### config.mk
export PLATFORM = sky130hd
export DESIGN_NAME = ddr3_maint_sched
export DESIGN_NICKNAME = d
export VERILOG_FILES = /design/src/rtl/ddr3_maint_pkg.sv /design/src/rtl/ddr3_maint_timer.sv /design/src/rtl/ddr3_maint_sched.sv
export SDC_FILE = /design/constraint.sdc
export NUM_CORES = 1
export LEC_CHECK = 0
export CAP_MARGIN = 20
export CORE_UTILIZATION = 62
export CTS_CLUSTER_DIAMETER = 40
export CTS_CLUSTER_SIZE = 20
export DETAILED_ROUTE_END_ITERATION = 8
export GPL_ROUTABILITY_DRIVEN = 0
export GPL_TIMING_DRIVEN = 0
export PLACE_DENSITY_LB_ADDON = 0.2
export SKIP_LAST_GASP = 1
export SYNTH_ARGS = -nofsm -noshare
export SYNTH_HDL_FRONTEND = slang
export SYNTH_SLANG_ARGS = --single-unit
### constraint.sdc
create_clock -name i_clk -period 7 [get_ports i_clk]
set_input_delay 1.4 -clock i_clk [delete_from_list [all_inputs] [get_ports i_clk]]
set_output_delay 1.4 -clock i_clk [all_outputs]
set_load 0.005 [all_outputs]
### src/rtl/ddr3_maint_pkg.sv
// Shared state encoding and default maintenance intervals for the DDR3 maintenance scheduler.
package ddr3_maint_pkg;

    typedef enum logic [2:0] {
        ST_IDLE      = 3'd0,
        ST_REF_REQ   = 3'd1,
        ST_ZQ_REQ    = 3'd2,
        ST_SR_ENTER  = 3'd3,
        ST_SR_ACTIVE = 3'd4,
        ST_SR_EXIT   = 3'd5
    } state_t;

    localparam int unsigned REFI_CYCLES_DEF = 1560;
    localparam int unsigned ZQ_CYCLES_DEF   = 25600000;
    localparam int unsigned ACK_TIMEOUT_DEF = 1024;
    localparam int unsigned MAX_PENDING_DEF = 8;

    // Bits needed to hold 0..n-1.
    function automatic int unsigned cnt_width(input int unsigned n);
        return (n < 2) ? 1 : $clog2(n);
    endfunction

endpackage

### src/rtl/ddr3_maint_timer.sv
// Free-running interval timer 0..PERIOD-1; o_tick is combinational so the owner can act on the wrap edge.
module ddr3_maint_timer #(
    parameter int unsigned WIDTH  = 11,
    parameter int unsigned PERIOD = 1560
) (
    input  logic i_clk,
    input  logic i_rst,
    input  logic i_enable,
    input  logic i_clear,
    output logic o_tick
);

    logic [WIDTH-1:0] r_count;
    logic             w_last;

    assign w_last = (r_count == WIDTH'(PERIOD - 1));
    assign o_tick = i_enable && !i_clear && w_last;

    // Clear wins over enable so a restart never reports a stale wrap.
    always_ff @(posedge i_clk or posedge i_rst) begin
        if (i_rst) begin
            r_count <= '0;
        end else if (i_clear) begin
            r_count <= '0;
        end else if (i_enable) begin
            r_count <= w_last ? '0 : r_count + 1'b1;
        end
    end

endmodule

### src/rtl/ddr3_maint_sched.sv
// DDR3 refresh / ZQ / self-refresh scheduler. Define DDR3_MAINT_ZQ_PERIODIC_EN to add the periodic ZQ timer;
// otherwise ZQ calibration is requested only by i_zq_ext_req.
module ddr3_maint_sched
    import ddr3_maint_pkg::*;
#(
    parameter int unsigned REFI_CYCLES = REFI_CYCLES_DEF,
    parameter int unsigned ZQ_CYCLES   = ZQ_CYCLES_DEF,
    parameter int unsigned ACK_TIMEOUT = ACK_TIMEOUT_DEF,
    parameter int unsigned MAX_PENDING = MAX_PENDING_DEF
) (
    input  logic       i_clk,
    input  logic       i_rst,
    input  logic       i_calib_done,
    input  logic       i_sleep_req,
    input  logic       i_zq_ext_req,
    output logic       o_ref_req,
    input  logic       i_ref_ack,
    output logic       o_zq_req,
    input  logic       i_zq_ack,
    output logic       o_sr_req,
    input  logic       i_sr_active,
    output logic [3:0] o_ref_pending,
    output logic       o_sleeping,
    output logic       o_ack_timeout,
    output logic       o_ref_overflow
);

    localparam int unsigned REFI_W = cnt_width(REFI_CYCLES);
    localparam int unsigned WAIT_W = cnt_width(ACK_TIMEOUT);

    if (REFI_CYCLES < 2 || ZQ_CYCLES < 2 || ACK_TIMEOUT < 2 || MAX_PENDING < 1 || MAX_PENDING > 15) begin : g_bad_cfg
        $fatal(1, "ddr3_maint_sched: unsupported parameter set");
    end

    state_t            r_state;
    logic              r_ref_req;
    logic              r_zq_req;
    logic              r_sr_req;
    logic              r_sleeping;
    logic              r_ack_timeout;
    logic              r_ref_overflow;
    logic              r_zq_flag;
    logic [3:0]        r_ref_pending;
    logic [WAIT_W-1:0] r_wait;

    logic w_timer_en;
    logic w_refi_clear;
    logic w_ref_tick;
    logic w_zq_tick;
    logic w_ref_ack;
    logic w_ref_full;
    logic w_wait_expired;

    // Timers freeze while the DRAM refreshes itself; the REFI phase restarts once self-refresh is left.
    assign w_timer_en     = i_calib_done && (r_state != ST_SR_ACTIVE);
    assign w_refi_clear   = !i_calib_done || ((r_state == ST_SR_EXIT) && !i_sr_active);
    assign w_ref_ack      = (r_state == ST_REF_REQ) && i_ref_ack;
    assign w_ref_full     = (r_ref_pending == 4'(MAX_PENDING));
    assign w_wait_expired = (r_wait == WAIT_W'(ACK_TIMEOUT - 1));

    ddr3_maint_timer #(
        .WIDTH  (REFI_W),
        .PERIOD (REFI_CYCLES)
    ) u_refi_timer (
        .i_clk    (i_clk),
        .i_rst    (i_rst),
        .i_enable (w_timer_en),
        .i_clear  (w_refi_clear),
        .o_tick   (w_ref_tick)
    );

`ifdef DDR3_MAINT_ZQ_PERIODIC_EN
    ddr3_maint_timer #(
        .WIDTH  (32),
        .PERIOD (ZQ_CYCLES)
    ) u_zq_timer (
        .i_clk    (i_clk),
        .i_rst    (i_rst),
        .i_enable (w_timer_en),
        .i_clear  (!i_calib_done),
        .o_tick   (w_zq_tick)
    );
`else
    assign w_zq_tick = 1'b0;
`endif

    // Owed-refresh counter; a wrap coinciding with an ack cancels out.
    always_ff @(posedge i_clk or posedge i_rst) begin
        if (i_rst) begin
            r_ref_pending  <= '0;
            r_ref_overflow <= 1'b0;
        end else if (!i_calib_done || (r_state == ST_SR_ACTIVE)) begin
            r_ref_pending <= '0;
        end else if (w_ref_tick && !w_ref_ack) begin
            if (w_ref_full) begin
                r_ref_overflow <= 1'b1;
            end else begin
                r_ref_pending <= r_ref_pending + 4'd1;
            end
        end else if (!w_ref_tick && w_ref_ack && (r_ref_pending != 4'd0)) begin
            r_ref_pending <= r_ref_pending - 4'd1;
        end
    end

    // A new ZQ request arriving with an ack keeps the flag set so it is not lost.
    always_ff @(posedge i_clk or posedge i_rst) begin
        if (i_rst) begin
            r_zq_flag <= 1'b0;
        end else if (!i_calib_done) begin
            r_zq_flag <= 1'b0;
        end else if (i_zq_ext_req || w_zq_tick) begin
            r_zq_flag <= 1'b1;
        end else if ((r_state == ST_ZQ_REQ) && i_zq_ack) begin
            r_zq_flag <= 1'b0;
        end
    end

    always_ff @(posedge i_clk or posedge i_rst) begin
        if (i_rst) begin
            r_state       <= ST_IDLE;
            r_ref_req     <= 1'b0;
            r_zq_req      <= 1'b0;
            r_sr_req      <= 1'b0;
            r_sleeping    <= 1'b0;
            r_ack_timeout <= 1'b0;
            r_wait        <= '0;
        end else if (!i_calib_done) begin
            r_state    <= ST_IDLE;
            r_ref_req  <= 1'b0;
            r_zq_req   <= 1'b0;
            r_sr_req   <= 1'b0;
            r_sleeping <= 1'b0;
            r_wait     <= '0;
        end else begin
            case (r_state)
                ST_IDLE: begin
                    r_wait <= '0;
                    if (r_ref_pending != 4'd0) begin
                        r_state   <= ST_REF_REQ;
                        r_ref_req <= 1'b1;
                    end else if (r_zq_flag) begin
                        r_state  <= ST_ZQ_REQ;
                        r_zq_req <= 1'b1;
                    end else if (i_sleep_req) begin
                        r_state  <= ST_SR_ENTER;
                        r_sr_req <= 1'b1;
                    end
                end
                ST_REF_REQ: begin
                    if (i_ref_ack) begin
                        r_state   <= ST_IDLE;
                        r_ref_req <= 1'b0;
                    end else if (w_wait_expired) begin
                        r_state       <= ST_IDLE;
                        r_ref_req     <= 1'b0;
                        r_ack_timeout <= 1'b1;
                    end else begin
                        r_wait <= r_wait + 1'b1;
                    end
                end
                ST_ZQ_REQ: begin
                    if (i_zq_ack) begin
                        r_state  <= ST_IDLE;
                        r_zq_req <= 1'b0;
                    end else if (w_wait_expired) begin
                        r_state       <= ST_IDLE;
                        r_zq_req      <= 1'b0;
                        r_ack_timeout <= 1'b1;
                    end else begin
                        r_wait <= r_wait + 1'b1;
                    end
                end
                ST_SR_ENTER: begin
                    if (i_sr_active) begin
                        r_state    <= ST_SR_ACTIVE;
                        r_sleeping <= 1'b1;
                    end
                end
                ST_SR_ACTIVE: begin
                    if (!i_sleep_req) begin
                        r_state    <= ST_SR_EXIT;
                        r_sr_req   <= 1'b0;
                        r_sleeping <= 1'b0;
                    end
                end
                ST_SR_EXIT: begin
                    if (!i_sr_active) begin
                        r_state <= ST_IDLE;
                    end
                end
                default: begin
                    r_state    <= ST_IDLE;
                    r_ref_req  <= 1'b0;
                    r_zq_req   <= 1'b0;
                    r_sr_req   <= 1'b0;
                    r_sleeping <= 1'b0;
                end
            endcase
        end
    end

    assign o_ref_req      = r_ref_req;
    assign o_zq_req       = r_zq_req;
    assign o_sr_req       = r_sr_req;
    assign o_ref_pending  = r_ref_pending;
    assign o_sleeping     = r_sleeping;
    assign o_ack_timeout  = r_ack_timeout;
    assign o_ref_overflow = r_ref_overflow;

endmodule

[Word-level counts from Yosys, hierarchy flattened]
Index checks and enable logic that the tools add are counted.
Cells by class
  add/sub/neg operators: 4
  equal/unequal tests: 31
  muxes and demuxes: 49
  bitwise operators: 1
  reduce and logical (&&, ||, !) cells: 34
Operators by type and width (count)
  2-to-1 mux 10 bit: 4
  inequality test 3 bit (second input constant): 12
  2-to-1 mux 11 bit: 3
  2-to-1 mux 3 bit: 10
  one-hot mux 10 bit (3 select lines): 1
  2-to-1 mux 1 bit: 21
  one-hot mux 3 bit (6 select lines): 1
  2-to-1 mux 4 bit: 4
  OR reduction 4 bit: 4
  inequality test 2 bit (second input constant): 6
  one-hot mux 1 bit (3 select lines): 4
  AND reduction 3 bit: 4
  AND reduction 4 bit: 3
  adder 11 x 1 -> 11 bit (second input constant): 1
  equality test 11 bit (second input constant): 1
  adder 10 x 1 -> 10 bit (second input constant): 1
  equality test 10 bit (second input constant): 1
  logical AND 1 bit: 9
  inequality test 4 bit (second input constant): 2
  equality test 3 x 2 -> 1 bit (second input constant): 2
  equality test 3 bit (second input constant): 2
  logical NOT 1 bit: 5
  inequality test 5 bit (second input constant): 1
  AND reduction 5 bit: 1
  14 further kinds: 16
Word-level totals
  register bits: 35
  input bits: 8
  output and inout port bits: 10
  word-level logic and storage cells: 130

[Longest topological paths before layout]
Gate-level depths: netlist (run 1).
  depth after elaboration: 12
  gate-level depth with buffers: 11
  mapped depth without buffers: 11

[By module]
From an unflattened synthesis (run 1), not the netlist that was laid out.
Second synthesis, totals
  cell total of the unflattened synthesis: 247
  area, all modules: 2220.9 um^2
By module, submodules not included
  ddr3_maint_sched: instances 1, cells an instance 175, area an instance 1561.5 um^2, seq. area each 600.6 um^2
  ddr3_maint_timer: instances 1, cells an instance 72, area an instance 659.4 um^2, seq. area each 275.3 um^2

[Worst setup path before layout (run 1)]
OpenSTA, ideal clock, no wires.
  path type: input port to flip-flop
  start: input port i_sr_active
  end: register r_ref_pending[3] (netlist: o_ref_pending[3])
  setup time: 0.065 ns
  arrival time: 3.511 ns
  required time: 6.935 ns
  path slack: 3.424 ns
  stages on the path: 10
  buffers on the path: 0
  cell sequence: nand2_1 a2111oi_4 and2_2 inv_1 ha_1 a21oi_1 nand2_1 or4_2 a21oi_1 o21a_1
On the way
  cells in the longest elaborated chain, start to end: 11
  elaborated cells between the ends (all ways): 15
  classes of those cells: eq/ne (1); mux (2); reduce/logical (12)
Ends and longest elaborated chain
  start, declared: line ddr3_maint_sched.sv:21  | input logic i_sr_active,
  logical NOT 1 bit *
  logical AND 1 bit *: line ddr3_maint_sched.sv:56  | assign w_refi_clear = !i_calib_done || ((r_state == ST_SR_EXIT) && !i_sr_active);
  logical OR 1 bit *: line ddr3_maint_sched.sv:56
  logical NOT 1 bit *: line ddr3_maint_timer.sv:17  | assign o_tick = i_enable && !i_clear && w_last;
  logical AND 1 bit * (2 in a row): line ddr3_maint_timer.sv:17
  logical NOT 1 bit: line ddr3_maint_sched.sv:100  | end else if (!w_ref_tick && w_ref_ack && (r_ref_pending != 4'd0)) begin
  logical AND 1 bit (2 in a row): line ddr3_maint_sched.sv:100
  nonzero test 3 bit (no source line)
  AND reduction 2 bit (no source line)
  end signal, assigned: line ddr3_maint_sched.sv:98  | r_ref_pending <= r_ref_pending + 4'd1;
  end signal, assigned: line ddr3_maint_sched.sv:101  | r_ref_pending <= r_ref_pending - 4'd1;
  end, declared: line ddr3_maint_sched.sv:43  | logic [3:0] r_ref_pending;
Mark *: on every way between the ends. The rest lies on a longest branch, timed or not.
A chain may end at the register's enable or synchronous reset.

[Final worst setup path (run 1)]
Same ends and word-level chain as after synthesis.

==> flow_summary.yaml, run 1 <==
power:
  ir_drop_mv: 0.132
  p_per_area_mw_per_mm2: 255
  cellLeakagePower_uw: 0.00103
finish:
  layout_common_cells: "35 x dfrtp_1, 25 x nand2_1, 20 x nand3_1, 19 x nor2_1, 17 x clkdlybuf4s50_1"
  n_antenna_cell: 0
  layout_commonest_cell: "dfrtp_1"
  layout.nets: 278
  final_layout_size_suffix_gt1_share_pct: 8.68
  area_growth_pct: 15.2
  nFillCells: 264
  final_cell_area_mm2: 0.00248
floorplanning:
  dieArea_mm2: 0.00371
  rows: 21
  dieHeight_um: 60.9
  dieWidth_um: 60.9
  start_util_pct: 64.4
  core_region_area_mm2: 0.00334
  io_pins: 18
drt:
  drt_iter0_markers: 114
  first_pass_iters: 4
  ant_nets: 0
  wl_mm: 4.38
  vias: 1859
  drc: 0
  avgRoutedWirePerCell_um: 14.1
  via_per_inst: 5.98
timing:
  rsz0062_at_grt: "false"
  fin_tns_setup_ns: 0
  clock_skew_ns: 0.0150
  postLayoutSetupSlackWorst_ns: 2.91
  drv_slew: 0
  fmax_mhz: 244
  slew_headroom_pct: 46.1
  hold_violations: 0
  finalSetupViolCount: 0
  min_period_ns: 4.09
  holdWs_ns: 0.477
  tightest_slew_ns: 0.801
  post-route-period-util_pct: 58.5
yosys:
  synth_nets: 253
  synthFlopType: "dfrtp_1"
  yosys_warnings: 0
  synth.avg_cell_area_um2: 8.96
  netlist_instances: 240
  synth_edf_count: 0
  ys_types: 53
  yosysSeqAreaShare_pct: 40.7
  synth.cell_area_mm2: 0.00215
  synthArstFlopShare_pct: 100
  synth-seq-cells: 35
cts:
  clkLatencyLatePin_ns: 0.34
  htreeDepth: 2
  ctsRootBufferMaster: "clkbuf_4"
  clockBufferDepth: 2
  cts_made_buffers: 5
  ctsHoldBuffers: 0
  cts_tree: "yes"
  clk_pin_slew_ns: 0.09
  cts.sinks: 35
  cts_setup_buffers: 0
  postCtsResizedCells: 0
place:
  place_area_mm2: 0.00240
  pre_cts_ws_ns: 2.60
  io_buffers: 17
  dp.final_hpwl_mm: 3.20
status:
  status: "finished, final reports clean"
worst_hold_path:
  hold_path.class: "reg2reg"
setup_path:
  critical_path_class: "in2reg"
  critPathCaptureType: "flop"
  arrival_ns: 4.37
  crit_required_ns: 7.27
  worstSetupStartpointType: "input pin"
  crit_fanout: 6
  r2r_slack_ns: 3.78
global_routing:
  grt.overflow.total: 0
  track_usage_pct: 27.2
  grt_max_degree: 20
  grt_antenna_before_repair: 0
  grt_pass1_vias: 1633
  grt_pass1_wl_mm: 7.31
run:
  maxCapViolations: 0
final cells by class:
type,instances,area [um^2],share of cell area (%)
sequential,35,876,35.4
timing repair buffer,18,198,7.98
inverter,9,33.8,1.36
clock inverter,1,30.0,1.21
clock buffer,6,41.3,1.67
buffer,8,42.5,1.72
multi-input combinational,188,1200,48.4
tap,46,57.6,2.32
worst paths after layout:
path,to,start,cells past startpoint
worst max-delay path,o_ref_pending[3],i_sr_active,11
worst min-delay path,o_ref_overflow,o_ref_overflow,1
worst max register to register,o_ref_pending[3],u_refi_timer.r_count[7],10
worst min register to register,o_ref_overflow,o_ref_overflow,1
max in group asynchronous,o_sleeping,i_rst,3
min in group asynchronous,r_wait[8],i_rst,2
logic make-up after synthesis:
kind of cell | count (synthesis) | synth area share, %
compound gates | 63 | 20.5
xor+xnor | 10 | 4.07
fa+ha+maj | 5 | 3.26
buf+inv | 17 | 3.55
flops | 35 | 40.7
mux | 4 | 1.98
simple gates | 106 | 25.9
cell usage after synthesis, types with 2 or more instances:
cell | instances | area (um^2)
dfrtp_1 | 35 | 876
nand2_1 | 25 | 93.8
nand3_1 | 20 | 100
nor2_1 | 19 | 71.3
o21ai_0 | 15 | 75.1
a21oi_1 | 11 | 55.1
xnor2_1 | 10 | 87.6
inv_1 | 9 | 33.8
nor3_1 | 8 | 40.0
a31oi_1 | 7 | 43.8
and3_1 | 6 | 37.5
clkbuf_1 | 5 | 18.8
nand2b_1 | 5 | 31.3
a21boi_0 | 4 | 30.0
ha_1 | 4 | 50.1
nor4_1 | 4 | 25.0
a21o_1 | 3 | 22.5
a22o_1 | 3 | 26.3
nand4_1 | 3 | 18.8
o211ai_1 | 3 | 22.5
a211oi_1 | 2 | 15.0
mux2_2 | 2 | 22.5
mux2i_1 | 2 | 20.0
nand4bb_1 | 2 | 22.5
o311a_1 | 2 | 20.0
o31ai_1 | 2 | 15.0
o32ai_1 | 2 | 17.5
or4_1 | 2 | 15.0
sequential cells by signal, summed over array words and instances, names as in the netlist, 3 cells and up:
name / flops
o_ref_pending: 4
r_wait: 10
u_refi_timer.r_count: 11
r_state: 3
power breakdown:
group | leakage [uW] | switching, uW | internal, uW
combinational | 0.000511 | 135 | 107
clock | 0.0000383 | 62.5 | 73.6
sequential | 0.000477 | 26.6 | 228
layer usage:
layer	track usage [%]	wire [um]
met1	37.8	2110
met2	40.7	1990
met3	6.61	166
met4	11.4	108
met5	0	0
worst max-delay path: stages:
cell,delay (ns)
clkdlybuf4s50_1,0.60
nand2_1,0.15
a2111oi_4,0.52
and2_2,0.26
inv_1,0.06
ha_1,0.31
a21oi_1,0.16
nand2_1,0.11
or4_2,0.54
a21oi_1,0.14
o21a_1,0.12
through the flow:
stage	instances	util [%]	total power (uW)
global route	311	74.2	685
detailed placement	304	72.1	498
CTS	311	74.2	636
finish	311	74.2	632
global placement	303	71.2	491
floorplan	240	-	426
Power figures use the tool's default switching activity.
==> run 2: changes to the inputs <==
Settings changed: CORE_UTILIZATION 62 to 58.
Clock period 7 ns to 4.2 ns, I/O delays scaled along.
==> run 2 against run 1 <==
Against the previous run:
- via count rose by 2.4%
- routed wire length rose by 4.8%
- cell count grew 0.32%
- sequential cell count unchanged
- count of clock-buffer cells in the layout grew 2
- sequential power up 67%
- worst setup slack lost 2.3 ns
- die area is 6.7% higher
- critical path depth stayed put
- non-clock buffer count stayed put
- clock power is 96% higher
==> flow_summary.yaml, run 2 (synthesis results as in run 1) <==
status:
  status: "finished, final reports clean"
floorplanning:
  rows: 21
  io_pins: 18
  start_util_pct: 62.5
  dieHeight_um: 62.9
  dieArea_mm2: 0.00395
  core_region_area_mm2: 0.00344
  dieWidth_um: 62.9
power:
  p_per_area_mw_per_mm2: 440
  cellLeakagePower_uw: 0.00104
  ir_drop_mv: 0.316
  power_uw: 1100
setup_path:
  crit_required_ns: 4.43
  arrival_ns: 3.84
  crit_fanout: 6
  critPathCaptureType: "flop"
  critical_path_class: "in2reg"
  worstSetupStartpointType: "input pin"
drt:
  drt_iter0_markers: 157
  ant_nets: 0
  wl_mm: 4.59
  drc: 0
  via_per_inst: 6.10
  vias: 1904
  first_pass_iters: 4
  avgRoutedWirePerCell_um: 14.7
timing:
  finalSetupViolCount: 0
  post-route-period-util_pct: 85.9
  hold_violations: 0
  min_period_ns: 3.61
  rsz0062_at_grt: "false"
  drv_slew: 0
  fmax_mhz: 277
  postLayoutSetupSlackWorst_ns: 0.591
  clock_skew_ns: 0.00511
  tightest_slew_ns: 0.834
  fin_tns_setup_ns: 0
  slew_headroom_pct: 43.9
place:
  io_buffers: 17
  dp.final_hpwl_mm: 3.37
  pre_cts_ws_ns: 0.333
cts:
  cts_tree: "yes"
  htreeDepth: 2
  clkLatencyLatePin_ns: 0.29
  cts_setup_buffers: 0
  clk_pin_slew_ns: 0.07
  clockBufferDepth: 2
  ctsHoldBuffers: 0
  postCtsResizedCells: 0
  cts_made_buffers: 5
  cts.sinks: 35
  ctsRootBufferMaster: "clkbuf_8"
global_routing:
  busiest_layer: "met2"
  track_usage_pct: 26.6
  grt_antenna_before_repair: 0
  grt.overflow.total: 0
  grtUsageMet1_pct: 33.2
  grt_pass1_vias: 1850
  met2_usage_pct: 44.0
  grt_max_degree: 23
  grt_use_met3_pct: 5.47
  grt_pass1_wl_mm: 8.26
finish:
  n_antenna_cell: 0
  final_layout_size_suffix_gt1_share_pct: 9.02
  area_growth_pct: 16.5
  nFillCells: 256
  layout_commonest_cell: "dfrtp_1"
  largest_reg_flops: 11
  layout_common_cells: "35 x dfrtp_1, 25 x nand2_1, 20 x nand3_1, 19 x nor2_1, 17 x clkdlybuf4s50_1"
  layout.nets: 278
  largest-register: "u_refi_timer.r_count"
worst_hold_path:
  hold_path.class: "reg2reg"
run:
  maxCapViolations: 0
-- run 2: changes by cell type in the layout (fill, tap and decap cells not counted) --
cell / change
clkbuf_8: +7
clkbuf_4: -5
bufinv_16: -1
-- run 2: worst paths after layout --
path | startpoint | to | slack [ns] | cells past startpoint
worst min register to register | o_ref_overflow | o_ref_overflow | 0.47 | 1
worst max-delay path | i_sr_active | o_ref_pending[3] | 0.59 | 11
max in group asynchronous | i_rst | r_wait[0] | 2.76 | 3
min in group asynchronous | i_rst | o_ref_overflow | 0.92 | 2
worst max register to register | u_refi_timer.r_count[7] | o_ref_pending[3] | 0.90 | 10
worst min-delay path | o_ref_overflow | o_ref_overflow | 0.47 | 1
-- run 2: area by class of cell --
cell class	instances	area [um^2]	share of cell area (%)
buffer	8	42.5	1.70
clock buffer	8	100	4.00
inverter	9	33.8	1.35
multi-input combinational	188	1200	47.8
sequential	35	876	35.0
tap	46	57.6	2.30
timing repair buffer	18	198	7.89
-- run 2: stage by stage --
stage	utilization, %	hold slack [ns]	cell area, um^2	std cells
3_3_place_gp	69.1	0.452	2380	303
2_1_floorplan	-	0.460	2150	240
4_1_cts	72.8	0.476	2500	312
3_5_place_dp	69.9	0.461	2400	304
6_report	72.8	0.474	2500	312
5_1_grt	72.8	0.508	2500	312
-- run 2: power by group --
group / total (uW) / internal [uW] / switching, uW / leakage (uW)
combinational: 409 / 179 / 231 / 0.000511
sequential: 425 / 381 / 43.6 / 0.000477
clock: 267 / 150 / 117 / 0.0000515
total: 1100 / 710 / 392 / 0.00104
-- run 2: critical path, stage by stage --
cell and delay (ns):
clkdlybuf4s50_1 0.56, nand2_1 0.14, a2111oi_4 0.56, and2_2 0.27, inv_1 0.06, ha_1 0.32, a21oi_1 0.16, nand2_1 0.11
or4_2 0.54, a21oi_1 0.15, o21a_1 0.12
-- run 2: per-layer routing --
metal / vias up / wire, um
met2: 34 / 2270
li1: 929 / -
met5: - / 0
met4: 0 / 74
met1: 934 / 2100
met3: 7 / 151
==> run 3: changes to the inputs <==
Settings changed: CORE_UTILIZATION 58 to 45.
==> run 3 against run 2 <==
Against the previous run:
- global-route usage fell by 5.7 points
- sequential power hardly changed
- sequential share of layout area is 0.052 points higher
- worst hold slack lost 0.0038 ns
- die area is 28% higher
- design area is 0.15% lower
- clock power down 7.9%
- register-to-register slack improved by 0.04 ns
- cell count up 1.9%
- worst setup slack better by 0.032 ns
- combinational power hardly changed
==> flow_summary.yaml, run 3 (synthesis results as in run 1) <==
status:
  status: "finished, final reports clean"
floorplanning:
  start_util_pct: 48.0
  core_region_area_mm2: 0.00447
  io_pins: 18
  rows: 24
  dieArea_mm2: 0.00506
  dieHeight_um: 71.1
  dieWidth_um: 71.1
finish:
  layout_commonest_cell: "dfrtp_1"
  largest-register: "u_refi_timer.r_count"
  layout_common_cells: "35 x dfrtp_1, 25 x nand2_1, 20 x nand3_1, 19 x nor2_1, 17 x clkdlybuf4s50_1"
  nFillCells: 410
  n_antenna_cell: 0
  area_growth_pct: 16.4
  final_layout_size_suffix_gt1_share_pct: 9.40
  layout.nets: 278
  largest_reg_flops: 11
cts:
  cts_made_buffers: 5
  htreeDepth: 2
  cts_setup_buffers: 0
  ctsRootBufferMaster: "clkbuf_8"
  cts.sinks: 35
  clockBufferDepth: 2
  cts_tree: "yes"
  postCtsResizedCells: 0
  clk_pin_slew_ns: 0.07
  ctsHoldBuffers: 0
  clkLatencyLatePin_ns: 0.29
drt:
  ant_nets: 0
  drt_iter0_markers: 84
  wl_met1_mm: 2.32
  wl_mm: 4.59
  first_pass_iters: 6
  dr_wl_met2_mm: 2.08
  maxUsedRoutingLayer: "met4"
  vias: 1841
  drc: 0
  wl_met3_um: 131
  via_per_inst: 5.79
  avgRoutedWirePerCell_um: 14.4
setup_path:
  arrival_ns: 3.80
  crit_required_ns: 4.43
  cp_num_buf_inv: 2
  rr_worst_depth: 10
  startpoint: "i_sr_active"
  crit_family: "simple AND/OR/NAND/NOR gates"
  critPathSlowestCell: "clkdlybuf4s50_1"
  r2r_slack_ns: 0.94
  r2r_start: "u_refi_timer.r_count[7]"
  endpoint: "o_ref_pending[3]"
  worstSetupStartpointType: "input pin"
  rr_endpoint: "o_ref_pending[3]"
  critPathCaptureType: "flop"
  crit_fanout: 6
  cpPeakStageDelay_ns: 0.58
  critical_path_class: "in2reg"
  timing.critical_path.cells: "clkdlybuf4s50_1, nand2_1, a2111oi_4, and2_2, inv_1, ha_1, a21oi_1, nand2_1, or4_2, a21oi_1, o21a_1"
  path_depth: 11
timing:
  clock_skew_ns: 0.00639
  tightest_slew_ns: 0.872
  post-route-period-util_pct: 85.2
  holdWs_ns: 0.470
  min_period_ns: 3.58
  finalSetupViolCount: 0
  rsz0062_at_grt: "false"
  fmax_mhz: 280
  drv_slew: 0
  fin_tns_setup_ns: 0
  hold_violations: 0
  slew_headroom_pct: 41.3
global_routing:
  grt_max_degree: 21
  grt.overflow.total: 0
  grt_pass1_wl_mm: 8.23
  grt_pass1_vias: 1763
  grt_antenna_before_repair: 0
  track_usage_pct: 20.8
worst_hold_path:
  hold_path.class: "reg2reg"
place:
  io_buffers: 17
  dp.final_hpwl_mm: 3.32
power:
  p_per_area_mw_per_mm2: 431
  ir_drop_mv: 0.283
  cellLeakagePower_uw: 0.00103
run:
  maxCapViolations: 0
-- run 3: how the worst min path moves through the flow --
stage	cells past startpoint	slack, ns	startpoint	end
floorplan	1	0.46	o_ref_overflow	o_ref_overflow
global placement	1	0.45	o_ref_overflow	o_ref_overflow
detailed placement	1	0.46	o_ref_overflow	o_ref_overflow
CTS	1	0.48	o_ref_overflow	o_ref_overflow
global route	1	0.49	o_ref_overflow	o_ref_overflow
finish	1	0.47	o_ref_overflow	o_ref_overflow
-- run 3: power by group --
| group | internal [uW] | total, uW | switching [uW] | leakage (uW) |
|---|---|---|---|---|
| combinational | 179 | 407 | 228 | 0.000511 |
| sequential | 381 | 426 | 44.5 | 0.000477 |
| clock | 115 | 246 | 131 | 0.0000402 |
| total | 675 | 1080 | 404 | 0.00103 |
-- run 3: metrics by stage --
step | instance area (um^2) | instances | worst slack [ns] | utilization, % | total power [uW]
floorplan | 2150 | 240 | 1.18 | - | 710
global placement | 2380 | 309 | 0.361 | 53.3 | 825
detailed placement | 2410 | 310 | 0.313 | 53.9 | 837
CTS | 2500 | 318 | 0.616 | 55.9 | 1090
global route | 2500 | 318 | 0.382 | 55.9 | 1160
finish | 2500 | 318 | 0.623 | 55.9 | 1080
-- run 3: final cells by class --
cell class / instances / area, um^2 / share of cell area [%]
Multi-Input combinational cell: 188 / 1200 / 47.9
Sequential cell: 35 / 876 / 35.0
Timing Repair Buffer: 18 / 198 / 7.90
Clock buffer: 5 / 68.8 / 2.75
Tap cell: 52 / 65.1 / 2.60
Buffer: 8 / 42.5 / 1.70
Inverter: 9 / 33.8 / 1.35
Clock inverter: 3 / 20.0 / 0.800
-- run 3: metal layers --
layer  global-route usage (%)  up-vias
met3                     4.27        4
li1                         -      930
met4                     7.11        0
met1                     28.6      875
met2                     32.9       32
met5                        0        -
-- run 3: worst register-to-register path, delay by kind of cell (launching register included) --
kind / cells / cell delay (ns)
AND/OR/NAND/NOR: 4 / 1.49
AO/OA/AOI/OAI: 4 / 0.88
flip-flops: 1 / 0.44
adder cells (fa/ha/maj): 1 / 0.31
buffers and inverters: 1 / 0.07
